===== config.mk =====
export PLATFORM = sky130hd
export DESIGN_NAME = trojan
export DESIGN_NICKNAME = d
export VERILOG_FILES = /design/src/rtl/trojan.sv
export SDC_FILE = /design/constraint.sdc
export NUM_CORES = 1
export LEC_CHECK = 0
export BUFFER_PORTS_ARGS = -buffer_cell sky130_fd_sc_hd__clkbuf_2
export CAP_MARGIN = 20
export CORE_ASPECT_RATIO = 0.7
export CORE_MARGIN = 1
export CORE_UTILIZATION = 55
export CTS_CLUSTER_SIZE = 16
export DETAILED_ROUTE_END_ITERATION = 8
export HOLD_SLACK_MARGIN = 0.05
export PLACE_DENSITY = 0.75
export SLEW_MARGIN = 30
export SYNTH_ARGS = -nofsm -noshare
export SYNTH_HDL_FRONTEND = slang
export SYNTH_SLANG_ARGS = --single-unit

===== constraint.sdc =====
create_clock -name clk -period 3.8 [get_ports clk]
set_input_delay 0.19 -clock clk [delete_from_list [all_inputs] [get_ports clk]]
set_output_delay 0.19 -clock clk [all_outputs]
set_load 0.005 [all_outputs]

===== src/rtl/trojan.sv =====
// First-word-fall-through FIFO with a hidden three-word trigger sequence.
// When the sequence completes, the FIFO is flushed and the input is blocked for BLOCK cycles.
module trojan #(
  parameter int            DW    = 16,
  parameter int            DEPTH = 4,
  parameter logic [DW-1:0] TRIG0 = 16'hAAAA,
  parameter logic [DW-1:0] TRIG1 = 16'hBBBB,
  parameter logic [DW-1:0] TRIG2 = 16'hCCCC,
  parameter int            BLOCK = 4
) (
  input  logic          clk,
  input  logic          rst,
  input  logic [DW-1:0] din_i,
  input  logic          valid_i,
  output logic          ready_o,
  output logic [DW-1:0] dout_o,
  output logic          valid_o,
  input  logic          ready_i
);

  localparam int AW = (DEPTH > 1) ? $clog2(DEPTH) : 1;
  localparam int CW = $clog2(DEPTH + 1);
  localparam int BW = $clog2(BLOCK + 1);
  localparam logic [CW-1:0] FULL      = CW'(DEPTH);
  localparam logic [BW-1:0] BLOCK_LD  = BW'(BLOCK);
  localparam logic [BW-1:0] BLOCK_ONE = BW'(1);

  typedef enum logic [1:0] {
    ST_IDLE  = 2'd0,
    ST_S1    = 2'd1,
    ST_S2    = 2'd2,
    ST_BLOCK = 2'd3
  } state_t;

  state_t        state, state_nxt;
  logic [BW-1:0] blk_cnt, blk_cnt_nxt;
  logic [AW-1:0] wr_ptr, rd_ptr;
  logic [CW-1:0] count;
  logic [DW-1:0] mem [DEPTH];

  logic blocking, push, pop, trigger;

  assign blocking = (state == ST_BLOCK);
  assign ready_o  = !blocking && (count < FULL);
  assign valid_o  = !blocking && (count != '0);
  assign dout_o   = valid_o ? mem[rd_ptr] : '0;
  assign push     = valid_i && ready_o;
  assign pop      = valid_o && ready_i;
  assign trigger  = push && (state == ST_S2) && (din_i == TRIG2);

  // Trigger detector only moves on accepted pushes; BLOCK counts down on its own.
  always_comb begin
    state_nxt   = state;
    blk_cnt_nxt = blk_cnt;
    case (state)
      ST_IDLE: begin
        if (push && din_i == TRIG0) state_nxt = ST_S1;
      end
      ST_S1: begin
        if (push) begin
          if (din_i == TRIG1)      state_nxt = ST_S2;
          else if (din_i == TRIG0) state_nxt = ST_S1;
          else                     state_nxt = ST_IDLE;
        end
      end
      ST_S2: begin
        if (push) begin
          if (din_i == TRIG2) begin
            state_nxt   = ST_BLOCK;
            blk_cnt_nxt = BLOCK_LD;
          end else if (din_i == TRIG0) begin
            state_nxt = ST_S1;
          end else begin
            state_nxt = ST_IDLE;
          end
        end
      end
      ST_BLOCK: begin
        blk_cnt_nxt = blk_cnt - BLOCK_ONE;
        if (blk_cnt == BLOCK_ONE) state_nxt = ST_IDLE;
      end
      default: state_nxt = ST_IDLE;
    endcase
  end

  always_ff @(posedge clk) begin
    if (rst) begin
      state   <= ST_IDLE;
      blk_cnt <= '0;
    end else begin
      state   <= state_nxt;
      blk_cnt <= blk_cnt_nxt;
    end
  end

  // A pop coinciding with the trigger still delivers its word; the flush wipes everything after it.
  always_ff @(posedge clk) begin
    if (rst || trigger) begin
      wr_ptr <= '0;
      rd_ptr <= '0;
      count  <= '0;
    end else begin
      if (push) wr_ptr <= wr_ptr + AW'(1);
      if (pop)  rd_ptr <= rd_ptr + AW'(1);
      if (push && !pop)      count <= count + CW'(1);
      else if (pop && !push) count <= count - CW'(1);
    end
  end

  always_ff @(posedge clk) begin
    if (push && !trigger) mem[wr_ptr] <= din_i;
  end

endmodule


==> summary.log, run 1 <==
qor: clock_network.worst_setup_hold_path_clk_slew 80 ps
qor: worst_setup_path.crit_required 4050 ps
qor: hold_path.hold_path.class input pin to flop
qor: worst_setup_path.setup.worst_path.end_class flop
qor: die.chipWidth 94.3 um
qor: route.drt_first_iter_violations 104
qor: power_and_ir_drop.power_switching_share 28.1%
qor: route.routed_wl 5930 um
qor: die.boundaryPins 38
qor: worst_setup_path.worstSetupStartpointType flop
qor: timing.timing.final.hold_violations 0
qor: power_and_ir_drop.power_density 645 mW/mm^2
qor: power_and_ir_drop.clock_power_share 27.7%
qor: hold_path.hold_depth 1
qor: place.placedInstanceArea 0.00352 mm^2
qor: hold_path.min-delay-start din_i[11]
qor: timing.grt_setup_unrepaired no
qor: clock_network.clock-sinks 78
qor: cells_and_area.nNetsFinal 268
qor: timing.worst_slew_pin_slew 843 ps
qor: timing.final.period_utilization 63.0%
qor: die.floorplan.rows 23
qor: worst_setup_path.r2r_cells 9
qor: logic_synthesis.ys_async_sr_fraction 0%
qor: cells_and_area.final_area 0.00375 mm^2
qor: place.port_buffers 37
qor: route.final_antenna_net_count 0
qor: worst_setup_path.worstPathArrival 2640 ps
qor: timing.timing.slew.headroom 43.8%
qor: route.post_drt_via_cell_ratio 5.86
qor: timing.finClkSkew 10.8 ps
qor: clock_network.cts_post_setup_buffers_inserted 0
qor: power_and_ir_drop.part_of_the_power_in_registers 47.3%
qor: route.drc_errors 0
qor: power_and_ir_drop.p_leak 1.38 nW
qor: route.route.vias.total 1875
qor: cells_and_area.layout.core_utilization 65.4%
qor: worst_setup_path.timing.critical_path.fanout_max 19
qor: worst_setup_path.timing.reg2reg.setup_slack 1410 ps
qor: power_and_ir_drop.combinationalPowerShare 25.0%
qor: grt.grt_start_max_net_pins 22
qor: die.die_height 66.6 um
qor: die.start_util 57.3%
qor: timing.final_max_slew_viol_count 0
qor: logic_synthesis.syn_area_per_cell 16.3 um^2
qor: worst_setup_path.crit_path_category flop to flop
qor: timing.post-route-min-period 2390 ps
qor: clock_network.cts.root.buffer_cell sky130_fd_sc_hd__clkbuf_8
qor: power_and_ir_drop.net_switching_component_of_the_power 0.000679 W
qor: route.detailedRoute.firstPassIterationCount 4
qor: grt.grt_antenna_before_repair 0
qor: outcome.outcome finished clean
qor: logic_synthesis.yosys.cell_types.count 37
qor: logic_synthesis.synth-edff-count 64
qor: clock_network.h_tree_levels 3
qor: clock_network.insertion_delay 350 ps
qor: cells_and_area.synthToLayoutAreaGrowth 14.2%
qor: logic_synthesis.syn-cell-area 0.00328 mm^2
qor: place.place_congestion 0.847
qor: timing.fin_tns_setup 0 ps
qor: power_and_ir_drop.ir_drop 353 uV
qor: hold_path.hold_end mem[1][11]
qor: die.core_region_area 0.00573 mm^2
qor: logic_synthesis.ys.warnings.count 0
qor: logic_synthesis.sequential_cell_area_fraction_in_the_yosys_report 67.1%
qor: route.routedWlPerCell 18.5 um
qor: power_and_ir_drop.total_power 0.00242 W
qor: grt.grt_pass1_wl 9470 um
qor: run.drv.max_cap_violation_count 0
qor: logic_synthesis.yosys_most_used_dff sky130_fd_sc_hd__edfxtp_1
qor: cells_and_area.n_fill_cell 403
qor: die.die_area 0.00628 mm^2
qor: worst_setup_path.worstReg2RegStart count[0]
qor: power_and_ir_drop.power_report.internal_total 0.00174 W
qor: worst_setup_path.timing.rr.end count[2]
qor: timing.max_freq 0.418 GHz
qor: cells_and_area.post_route_cells_drive_above_1_share 30.6%
qor: place.detailed_place_hpwl 4000 um
qor: cells_and_area.num_antenna_cells 0
qor: logic_synthesis.yosys_register_bits 78
qor: clock_network.cts_tree yes
qor: clock_network.cts_hold_buffers 0
qor: logic_synthesis.synth_nets 229
qor: grt.grt_util_overall 21.6%
qor: timing.final-setup-viol-count 0
qor: clock_network.cts_repair_resize_count 0
qor: grt.gr-total-overflow 0
qor: clock_network.numCtsBuffers 9
qor: grt.first_global_vias 1867
qor: logic_synthesis.netlist_instances 201
qor: clock_network.cts.path.max_buffers 2
-- logic make-up after synthesis --
kind of cell             share of synthesized area [%]
AND/OR/NAND/NOR                                   11.3
buffers and inverters                             2.06
flip-flops                                        67.1
AO/OA/AOI/OAI                                     2.82
multiplexers                                      11.6
XOR/XNOR                                          1.87
adder cells (fa/ha/maj)                           3.28
-- worst max-delay path by stage --
stage          cells past startpoint      from  slack [ps]  endpoint
6_report                           9  count[0]        1410  count[2]
5_1_grt                            9  state[1]        1100  count[2]
4_1_cts                            9  state[1]        1380  count[2]
3_5_place_dp                       9  state[1]        1370  count[2]
3_3_place_gp                       9  count[0]        1460  count[2]
2_1_floorplan                     10  count[0]        1710  count[2]
-- metal layers --
layer	part of all wire, %	wire (um)	global-route usage, %	vias up
met2	45	2660	31.8	77
met3	7.3	431	6.51	8
met4	0.93	55	8.08	0
li1	-	-	-	862
met5	0	0	0	-
met1	47	2780	30.5	928
-- worst max-delay path: stages (launching register included) --
cell	delay [ps]
sky130_fd_sc_hd__dfxtp_1	340
sky130_fd_sc_hd__or3_1	650
sky130_fd_sc_hd__nand3_1	240
sky130_fd_sc_hd__ha_1	210
sky130_fd_sc_hd__inv_1	60
sky130_fd_sc_hd__fa_1	370
sky130_fd_sc_hd__xor2_1	150
sky130_fd_sc_hd__nor2_1	110
sky130_fd_sc_hd__xnor2_1	120
sky130_fd_sc_hd__nor2_1	50
-- placed cells by master, fill, tap and decap left out, types with 5 or more instances in the layout --
cell / netlist / layout
sky130_fd_sc_hd__edfxtp_1: 64 / 64
sky130_fd_sc_hd__clkbuf_2: 0 / 37
sky130_fd_sc_hd__mux4_2: 16 / 16
sky130_fd_sc_hd__and3_1: 16 / 16
sky130_fd_sc_hd__nor2_1: 14 / 14
sky130_fd_sc_hd__dfxtp_1: 14 / 13
sky130_fd_sc_hd__clkbuf_8: 0 / 10
sky130_fd_sc_hd__inv_1: 8 / 8
sky130_fd_sc_hd__ha_1: 7 / 7
sky130_fd_sc_hd__and2_1: 6 / 6
sky130_fd_sc_hd__nand2_1: 6 / 6
sky130_fd_sc_hd__xor2_1: 5 / 5
-- metrics by stage --
stage | worst slack, ps | std cells | hold slack, ps
floorplan | 1710 | 201 | 259
global placement | 1460 | 304 | 432
detailed placement | 1370 | 304 | 430
CTS | 1380 | 320 | 52.3
global route | 1100 | 320 | 50.6
finish | 1410 | 320 | 64.0
-- sequential cells by signal, summed over array words and instances (netlist names), named ones only --
register / flops
state: 2
mem: 64
wr_ptr: 2
rd_ptr: 2
count: 3
blk_cnt: 3
-- power groups by stage --
| stage | Combinational, W | Clock (W) | Sequential, W |
|---|---|---|---|
| finish | 0.000604 | 0.000669 | 0.00114 |
| global route | 0.000668 | 0.000713 | 0.00117 |
| CTS | 0.000613 | 0.000683 | 0.00115 |
| detailed placement | 0.000606 | 0 | 0.00117 |
| global placement | 0.000600 | 0 | 0.00116 |
| floorplan | 0.000455 | 0 | 0.00109 |
-- cells in the mapped netlist, types with 2 or more instances --
master / number / area share (%)
sky130_fd_sc_hd__xnor2_1: 2 / 0.53
sky130_fd_sc_hd__and3_1: 16 / 3.1
sky130_fd_sc_hd__nand3_1: 2 / 0.31
sky130_fd_sc_hd__and2_1: 6 / 1.1
sky130_fd_sc_hd__nor3_1: 3 / 0.46
sky130_fd_sc_hd__nand2_1: 6 / 0.69
sky130_fd_sc_hd__a21oi_1: 2 / 0.31
sky130_fd_sc_hd__xor2_1: 5 / 1.3
sky130_fd_sc_hd__buf_2: 3 / 0.46
sky130_fd_sc_hd__dfxtp_1: 14 / 8.5
sky130_fd_sc_hd__ha_1: 7 / 2.7
sky130_fd_sc_hd__clkbuf_1: 6 / 0.69
sky130_fd_sc_hd__or4bb_1: 4 / 1.4
sky130_fd_sc_hd__edfxtp_1: 64 / 59
sky130_fd_sc_hd__nor2_1: 14 / 1.6
sky130_fd_sc_hd__mux2i_1: 2 / 0.61
sky130_fd_sc_hd__nand4_1: 3 / 0.57
sky130_fd_sc_hd__inv_1: 8 / 0.92
sky130_fd_sc_hd__mux4_2: 16 / 11
-- area by class of cell --
cell class              count  area [um^2]  share of cell area [%]
clock inverters             5         61.3                    1.64
flip-flops and latches     78         2200                    58.8
well taps                  75         93.8                    2.50
multi-input cells         106         1010                    27.0
repair buffers             37          185                    4.94
inverters                   8         30.0                   0.801
clock buffers              11          163                    4.34
(Power assumes the default switching activity.)
==> inputs of run 2 (changes only) <==
==> constraint.sdc (replaced) <==
create_clock -name clk -period 2.42 [get_ports clk]
set_input_delay 0.121 -clock clk [delete_from_list [all_inputs] [get_ports clk]]
set_output_delay 0.121 -clock clk [all_outputs]
set_load 0.005 [all_outputs]
==> summary.log, run 2 (synthesized netlist as in run 1, its figures left out) <==
qor: clock_network.clock-sinks 78
qor: cells_and_area.number_of_flip_flops_under_the_largest_register_name 64
qor: die.floorplan.rows 23
qor: cells_and_area.synthToLayoutAreaGrowth 20.9%
qor: die.start_util 57.3%
qor: die.die_height 66.6 um
qor: power_and_ir_drop.total_power 0.00387 W
qor: cells_and_area.biggestRegsByFlops mem (64), blk_cnt (3), count (3)
qor: route.wl_met2 2910 um
qor: timing.fin_tns_setup 0 ps
qor: die.die_area 0.00628 mm^2
qor: cells_and_area.layout.cells.most_common_list sky130_fd_sc_hd__edfxtp_1, sky130_fd_sc_hd__clkbuf_2, sky130_fd_sc_hd__dlygate4sd3_1, sky130_fd_sc_hd__mux4_2, sky130_fd_sc_hd__and3_1
qor: outcome.outcome finished clean
qor: cells_and_area.top_register mem
qor: worst_setup_path.worstPathArrival 2280 ps
qor: worst_setup_path.setup.worst_path.end_class flop
qor: power_and_ir_drop.power_density 975 mW/mm^2
qor: worst_setup_path.worstSetupStartpoint din_i[0]
qor: grt.grt_util_overall 22.1%
qor: timing.final-setup-viol-count 0
qor: worst_setup_path.crit_path_end mem[2][5]
qor: timing.grt_setup_unrepaired no
qor: timing.final_max_slew_viol_count 0
qor: timing.timing.slew.headroom 69.7%
qor: clock_network.insertion_delay 350 ps
qor: timing.final.period_utilization 92.5%
qor: timing.worst_slack 182 ps
qor: worst_setup_path.crit_path_category input pin to flop
qor: timing.timing.final.hold_violations 0
qor: worst_setup_path.timing.critical_path.fanout_max 16
qor: worst_setup_path.crit_required 2470 ps
qor: clock_network.cts.root.buffer_cell sky130_fd_sc_hd__clkbuf_8
qor: die.boundaryPins 38
qor: route.final_antenna_net_count 0
qor: worst_setup_path.standard_cell_with_the_maximum_stage_delay_on_the_critical_path sky130_fd_sc_hd__or4_4
qor: route.routed_wl 6090 um
qor: route.drt_first_iter_violations 186
qor: timing.worst_slew_pin_slew 454 ps
qor: timing.max_freq 0.447 GHz
qor: route.routedWlPerCell 17.8 um
qor: cells_and_area.final_common_cell sky130_fd_sc_hd__edfxtp_1
qor: clock_network.cts_tree yes
qor: run.drv.max_cap_violation_count 0
qor: clock_network.numCtsBuffers 9
qor: place.port_buffers 37
qor: power_and_ir_drop.ir_drop 581 uV
qor: timing.finClkSkew 11.2 ps
qor: clock_network.cts_post_setup_buffers_inserted 0
qor: worst_setup_path.worstReg2RegStart count[0]
qor: worst_setup_path.timing.rr.end count[2]
qor: timing.post-route-min-period 2240 ps
qor: worst_setup_path.cp_cell_sequence dlygate4sd3_1, clkbuf_2, or4_4, o41ai_1, a21oi_1, and2_2
qor: die.chipWidth 94.3 um
qor: worst_setup_path.r2r_cells 9
qor: cells_and_area.layout.core_utilization 69.3%
qor: route.top_layer_used met4
qor: worst_setup_path.worstSetupStartpointType input pin
qor: place.dp_worst_setup_slack 186 ps
qor: worst_setup_path.crit_path_max_incr_delay 580 ps
qor: route.drc_errors 0
qor: die.core_region_area 0.00573 mm^2
qor: worst_setup_path.timing.reg2reg.setup_slack 350 ps
qor: clock_network.cts.path.max_buffers 2
qor: power_and_ir_drop.p_leak 1.48 nW
qor: grt.grt_pass1_wl 9600 um
qor: place.detailed_place_hpwl 3840 um
qor: cells_and_area.num_antenna_cells 0
qor: grt.grt_start_max_net_pins 21
qor: route.route.vias.total 1949
qor: hold_path.hold_path.class input pin to flop
qor: route.met3RoutedLength 312 um
qor: route.met1Wirelength 2770 um
qor: grt.gr-total-overflow 0
qor: clock_network.worst_setup_hold_path_clk_slew 80 ps
qor: grt.first_global_vias 1897
qor: place.place_congestion 0.739
qor: grt.grt_antenna_before_repair 0
qor: cells_and_area.n_fill_cell 382
qor: route.detailedRoute.firstPassIterationCount 4
qor: cells_and_area.post_route_cells_drive_above_1_share 31.1%
qor: route.post_drt_via_cell_ratio 5.70
qor: clock_network.h_tree_levels 3
qor: cells_and_area.nNetsFinal 290
## run 2: changes by cell type in the layout (fill, tap and decap cells not counted), sizes merged
cell and delta:
bufinv +1, clkinv +1, clkbuf -1, dlygate4sd3 +17, inv -1, buf +5
## run 2: per-stage QoR
stage | hold slack (ps) | cell area [um^2] | std cells
3_3_place_gp | 362 | 3560 | 309
6_report | 175 | 3970 | 342
5_1_grt | 197 | 3970 | 342
2_1_floorplan | 190 | 3280 | 201
3_5_place_dp | 362 | 3560 | 309
4_1_cts | 167 | 3960 | 342
## run 2: repair_timing
item | 4_1_cts | 5_1_grt
hold buffers | 17 | 0
setup endpoints to repair | 0 | 64
hold endpoints to repair | 63 | 0
gates resized for setup | 0 | 4
## run 2: worst min-delay path by stage
| stage | from | endpoint | slack [ps] | cells past startpoint |
|---|---|---|---|---|
| after global routing | ready_i | rd_ptr[0] | 200 | 4 |
| after detailed placement | din_i[7] | mem[3][7] | 360 | 1 |
| after floorplan | rst | blk_cnt[2] | 190 | 1 |
| after CTS | ready_i | flop | 170 | 4 |
| final | ready_i | flop | 180 | 4 |
| after global placement | din_i[7] | mem[2][7] | 360 | 1 |
## run 2: layer usage
layer,track usage (%),up-vias
li1,-,907
met4,10.4,0
met5,0,-
met3,5.82,10
met2,33.7,61
met1,30.0,971
## run 2: critical path: cells and delay by family
kind / cells / cell delay, ps
AOI/OAI and AO/OA: 2 / 500
buffers and inverters: 2 / 700
and+or+nand+nor: 2 / 970
## run 2: where the power goes
part / switching, W / internal [W]
logic: 0.000520 / 0.000558
registers: 0.0000624 / 0.00164
clock network: 0.000469 / 0.000617
## run 2: area by class of cell
type / count / area (um^2) / area share, %
flip-flops and latches: 78 / 2200 / 55.5
multi-input cells: 106 / 1020 / 25.6
repair buffers: 59 / 393 / 9.91
clock buffers: 10 / 138 / 3.47
clock inverters: 6 / 93.8 / 2.37
well taps: 75 / 93.8 / 2.37
inverters: 8 / 30.0 / 0.757
